===== config.mk =====
export PLATFORM = sky130hd
export DESIGN_NAME = traffic_phase_controller
export DESIGN_NICKNAME = d
export VERILOG_FILES = /design/src/rtl/traffic_phase_controller.sv
export SDC_FILE = /design/constraint.sdc
export NUM_CORES = 1
export LEC_CHECK = 0
export ABC_AREA = 1
export ABC_CLOCK_PERIOD_IN_PS = 3090
export CAP_MARGIN = 20
export CORE_MARGIN = 3
export CORE_UTILIZATION = 57
export CTS_BUF_LIST = sky130_fd_sc_hd__clkbuf_4 sky130_fd_sc_hd__clkbuf_8 sky130_fd_sc_hd__clkbuf_16
export DETAILED_ROUTE_END_ITERATION = 10
export GPL_ROUTABILITY_DRIVEN = 1
export GPL_TIMING_DRIVEN = 0
export PLACE_DENSITY = 0.83
export SYNTH_ARGS = -nofsm -noshare
export SYNTH_HDL_FRONTEND = slang
export SYNTH_SLANG_ARGS = --single-unit

===== constraint.sdc =====
create_clock -name clk -period 3.09 [get_ports clk]
set_input_delay 0.618 -clock clk [delete_from_list [all_inputs] [get_ports clk]]
set_output_delay 0.618 -clock clk [all_outputs]
set_load 0.02 [all_outputs]

===== src/rtl/traffic_phase_controller.sv =====
// traffic_phase_controller
// Timed phase sequencer for a two-road intersection (main and side road),
// with all-red clearance, a pedestrian walk phase and an advance enable.
//
// Optional feature: define TRAFFIC_NIGHT_FLASH_EN to add the `night` input
// and the FLASH state, where both heads blink yellow.
//
// Ports:
//   clk        system clock, rising edge
//   rst_n      synchronous active-low reset
//   en         advance enable; 0 freezes state, timer and outputs
//   ped_req    pedestrian request (level or pulse), latched into ped_pend
//   night      (TRAFFIC_NIGHT_FLASH_EN only) request night flashing
//   main_light main-road head, one-hot RED=100 GREEN=010 YELLOW=001
//   side_light side-road head, same encoding
//   walk       pedestrian walk lamp
//   phase      current state code (MG=0 .. FLASH=7)
//   ped_pend   a latched pedestrian request is waiting
module traffic_phase_controller #(
  parameter int GREEN_CYC  = 8,
  parameter int YELLOW_CYC = 3,
  parameter int ALLRED_CYC = 1,
  parameter int WALK_CYC   = 5,
  parameter int CNT_W      = 8
) (
  input  logic       clk,
  input  logic       rst_n,
  input  logic       en,
  input  logic       ped_req,
`ifdef TRAFFIC_NIGHT_FLASH_EN
  input  logic       night,
`endif
  output logic [0:2] main_light,
  output logic [0:2] side_light,
  output logic       walk,
  output logic [2:0] phase,
  output logic       ped_pend
);

  typedef enum logic [2:0] {
    S_MG    = 3'd0,
    S_MY    = 3'd1,
    S_AR1   = 3'd2,
    S_SG    = 3'd3,
    S_SY    = 3'd4,
    S_AR2   = 3'd5,
    S_WALK  = 3'd6,
    S_FLASH = 3'd7
  } state_t;

  localparam logic [0:2] L_RED = 3'b100;
  localparam logic [0:2] L_GRN = 3'b010;
  localparam logic [0:2] L_YEL = 3'b001;
  localparam logic [0:2] L_OFF = 3'b000;

  localparam logic [CNT_W-1:0] G_LD = CNT_W'(GREEN_CYC - 1);
  localparam logic [CNT_W-1:0] Y_LD = CNT_W'(YELLOW_CYC - 1);
  localparam logic [CNT_W-1:0] A_LD = CNT_W'(ALLRED_CYC - 1);
  localparam logic [CNT_W-1:0] W_LD = CNT_W'(WALK_CYC - 1);

  state_t           state_p0, state_nx;
  logic [CNT_W-1:0] tmr_p0, tmr_nx;
  logic             flash_on_p0, flash_on_nx;
  logic             pend_nx;
  logic [0:2]       main_nx, side_nx;
  logic             walk_nx;
  logic             night_w;
  logic             go_walk;

`ifdef TRAFFIC_NIGHT_FLASH_EN
  assign night_w = night;
`else
  assign night_w = 1'b0;
`endif

  // Timer reload value on entry to a state. FLASH half-periods reuse the
  // yellow duration.
  function automatic logic [CNT_W-1:0] load_val(input state_t s);
    case (s)
      S_MG, S_SG:   load_val = G_LD;
      S_MY, S_SY:   load_val = Y_LD;
      S_WALK:       load_val = W_LD;
      S_FLASH:      load_val = Y_LD;
      default:      load_val = A_LD;
    endcase
  endfunction

  // Pending request or a request arriving on this very edge both count, so a
  // late request during the last AR2 cycle is still honoured.
  assign go_walk = ped_pend | ped_req;

  always_comb begin
    state_nx    = state_p0;
    tmr_nx      = tmr_p0;
    flash_on_nx = flash_on_p0;
    if (en) begin
      if (tmr_p0 == '0) begin
        if (night_w) begin
          state_nx    = S_FLASH;
          // Staying in FLASH toggles the half-period; entering starts on yellow.
          flash_on_nx = (state_p0 == S_FLASH) ? ~flash_on_p0 : 1'b1;
        end else begin
          case (state_p0)
            S_MG:    state_nx = S_MY;
            S_MY:    state_nx = S_AR1;
            S_AR1:   state_nx = S_SG;
            S_SG:    state_nx = S_SY;
            S_SY:    state_nx = S_AR2;
            S_AR2:   state_nx = go_walk ? S_WALK : S_MG;
            S_WALK:  state_nx = S_MG;
            S_FLASH: state_nx = S_AR2;
            default: state_nx = S_AR2;
          endcase
        end
        tmr_nx = load_val(state_nx);
      end else begin
        tmr_nx = tmr_p0 - 1'b1;
      end
    end
    // Entering WALK consumes the request and wins over a coincident ped_req;
    // requests seen while already in WALK are dropped.
    if (state_nx == S_WALK && state_p0 != S_WALK)
      pend_nx = 1'b0;
    else
      pend_nx = ped_pend | (ped_req & (state_p0 != S_WALK));
  end

  // Outputs are decoded from the next state so the registered lamps change on
  // the same edge as the state register.
  always_comb begin
    main_nx = L_RED;
    side_nx = L_RED;
    walk_nx = 1'b0;
    case (state_nx)
      S_MG:    main_nx = L_GRN;
      S_MY:    main_nx = L_YEL;
      S_SG:    side_nx = L_GRN;
      S_SY:    side_nx = L_YEL;
      S_WALK:  walk_nx = 1'b1;
      S_FLASH: begin
        main_nx = flash_on_nx ? L_YEL : L_OFF;
        side_nx = flash_on_nx ? L_YEL : L_OFF;
      end
      default: ;
    endcase
  end

  // Stage p0: state, timer, latch and registered outputs
  always_ff @(posedge clk) begin
    if (!rst_n) begin
      state_p0    <= S_AR2;
      tmr_p0      <= A_LD;
      flash_on_p0 <= 1'b0;
      ped_pend    <= 1'b0;
      main_light  <= L_RED;
      side_light  <= L_RED;
      walk        <= 1'b0;
      phase       <= S_AR2;
    end else begin
      state_p0    <= state_nx;
      tmr_p0      <= tmr_nx;
      flash_on_p0 <= flash_on_nx;
      ped_pend    <= pend_nx;
      main_light  <= main_nx;
      side_light  <= side_nx;
      walk        <= walk_nx;
      phase       <= state_nx;
    end
  end

endmodule


==> results.cfg <==
[critical_path]
rr_worst_depth = 9
cp_top_family = buffers and inverters
worst_ep_required_time_ns = 2.47
max_stage_delay_ns = 0.67
path_max_fanout = 8
slowest_stage = clkdlybuf4s50_1
r2r-start = tmr_p0[0]$_SDFFE_PN0P_
endpoint_kind = output port
crit_path_start_kind = flip-flop
critical_path_class = reg -> out
cp-endpoint = phase[1]
crit_cells = 1
crit_buf_inv = 1
setup.worst_path.start = state_p0[1]$_SDFF_PN0_
r2r_end = side_light[0]$_SDFF_PN1_
reg2reg_slack_ns = 1.47
path_cells = clkdlybuf4s50_1
crit_arrival_ns = 1.47

[yosys]
ys.flop_type = dfxtp_1
postSynthNetCount = 153
synth_area_per_cell_um2 = 7.42
async_flop_share_pct = 0
synth_edf_count = 0
syn_area_um2 = 1090
ys_ff_latch = 19
synthDistinctLibCells = 27
yosys_warnings = 0
ys_seq_area_share_pct = 34.9
syn_inst = 147

[power_and_ir_drop]
power.density_nw_per_um2 = 1090
worst_ir_drop_vdd_v = 0.000543
cellLeakagePower_nw = 0.609

[die]
die_h_um = 49.8
dieArea_um2 = 2480
start_util_pct = 61.8
num_rows = 15
die_x_um = 49.8
io_pins = 15
coreArea_um2 = 1760

[sta]
max_clock_freq_mhz = 478
fin_crit_sh_pct = 67.7
fin_ws_ns = 0.998
rsz0062_at_grt = no
finalSetupViolCount = 0
finalHoldViolCount = 0
slew_headroom_pct = 80.9
tns_ns = 0
finalClockSkew_ns = 0.00860
maxSlewViolCount = 0
post-route-min-period_ns = 2.09
tightest_slew_ns = 0.287

[layout]
regArea_um2 = 380
final_core_util_pct = 72.1
drive_gt1_share_pct = 19.6
fillCellCount = 156
area_growth_pct = 16.6
final_common_cell = nand2_1
multiInputGateArea_um2 = 614
num_antenna_cells = 0
nets = 170
mostFrequentLayoutCells = nand2_1, nor2_1, dfxtp_1

[clock_tree]
cts_max_level = 1
post_cts_buffers = 0
ctsResizeCount = 0
postCtsHoldBufs = 0
clkLatencyLatePin_ns = 0.30
cts.sinks = 19
clock_path_buffers = 2
root_buffer = clkbuf_4
cts_tree = built
cts-buffers-inserted = 3
clk_pin_slew_worst_paths_ns = 0.11

[global_routing]
first_global_vias = 983
grtUsageTotal_pct = 21.3
grt_max_degree = 11
antenna_found_initial = 0
grt_pass1_wl_mm = 4.08
grt_overflow_total = 0

[placed_design]
portBuffers = 12
gp_congestion = 0.872
dp_slack_ns = 1.16
dp_hpwl_mm = 1.73

[detailed_routing]
viasPerCell = 5.06
post_drt_wl_per_cell_um = 12.1
wl_mm = 2.28
vias = 951
drc = 0
ant_nets = 0
drtIter0Drc = 36
dr.pass1.iters = 4

[flow_run]
drv_cap = 0

[min_path]
hp-class = reg -> reg

[outcome]
outcome = completed
## cells by family (layout without fill, tap and decap cells)
group | after synthesis | after routing | share of synthesized area [%]
AOI/OAI and AO/OA | 12 | 12 | 6.54
DFF | 19 | 19 | 34.9
xor gates and xnor gates | 4 | 4 | 3.21
buffers and inverters | 19 | 35 | 8.83
adders and majority gates | 2 | 2 | 2.29
and+or+nand+nor | 91 | 91 | 44.3
## area by class of cell
type,instances,share of cell area [%]
inverter,16,4.92
sequential,19,29.9
buffer,3,2.65
clock buffer,4,2.36
tap,25,2.46
multi-input combinational,109,48.3
timing repair buffer,12,9.44
## synth_stat cells, types with 2 or more instances
cell type,number,share of area [%]
nor2_1,24,8.3
nor2_2,4,2.3
nor3_1,4,1.8
ha_1,2,2.3
nand2_2,5,2.9
a21oi_1,3,1.4
nand4_1,2,1.1
nand2_4,5,5.2
nand2_1,31,11
o211ai_1,2,1.4
xor2_1,4,3.2
inv_2,4,1.4
dfxtp_1,19,35
o21ai_0,4,1.8
inv_1,11,3.8
buf_6,3,3.1
nand3_1,7,3.2
nor2_4,4,4.1
## registers in the layout, indices dropped and copies added (netlist names)
name / flops
side_light: 3
walk: 1
tmr_p0: 8
state_p0: 3
main_light: 3
ped_pend: 1
## stage by stage
step	hold WS, ns	instances	power [W]	cell area, um^2
2_1_floorplan	0.479	147	0.00106	1090
3_3_place_gp	0.493	184	0.00123	1240
3_5_place_dp	0.496	184	0.00125	1240
4_1_cts	0.523	188	0.00139	1270
5_1_grt	0.553	188	0.00151	1270
6_report	0.522	188	0.00139	1270
## power breakdown
group          internal [W]  switching, W  total, W
logic              0.000319      0.000544  0.000863
registers          0.000322     0.0000680  0.000390
clock network     0.0000591     0.0000785  0.000138
## routing by layer
metal  wire length [um]  vias to the layer above  GRT usage (%)  part of all wire (%)
li1                   -                      496              -                     -
met5                  0                        -              0                     0
met3                102                        4           5.44                   4.5
met4                 27                        0           7.37                   1.2
met2               1140                       19           39.2                    50
met1               1010                      432           23.3                    44
## worst min-delay path by stage
stage | startpoint | to | slack [ns] | cells past startpoint
detailed placement | tmr_p0[1]$_SDFFE_PN0P_ | tmr_p0[1]$_SDFFE_PN0P_ | 0.50 | 2
CTS | tmr_p0[1]$_SDFFE_PN0P_ | tmr_p0[1]$_SDFFE_PN0P_ | 0.52 | 2
floorplan | tmr_p0[1]$_SDFFE_PN0P_ | tmr_p0[1]$_SDFFE_PN0P_ | 0.48 | 2
finish | tmr_p0[1]$_SDFFE_PN0P_ | tmr_p0[1]$_SDFFE_PN0P_ | 0.52 | 2
global route | rst_n | state_p0[0]$_SDFF_PN1_ | 0.55 | 2
global placement | tmr_p0[1]$_SDFFE_PN0P_ | tmr_p0[1]$_SDFFE_PN0P_ | 0.49 | 2
Note: power is estimated with default switching activity, not from simulation.
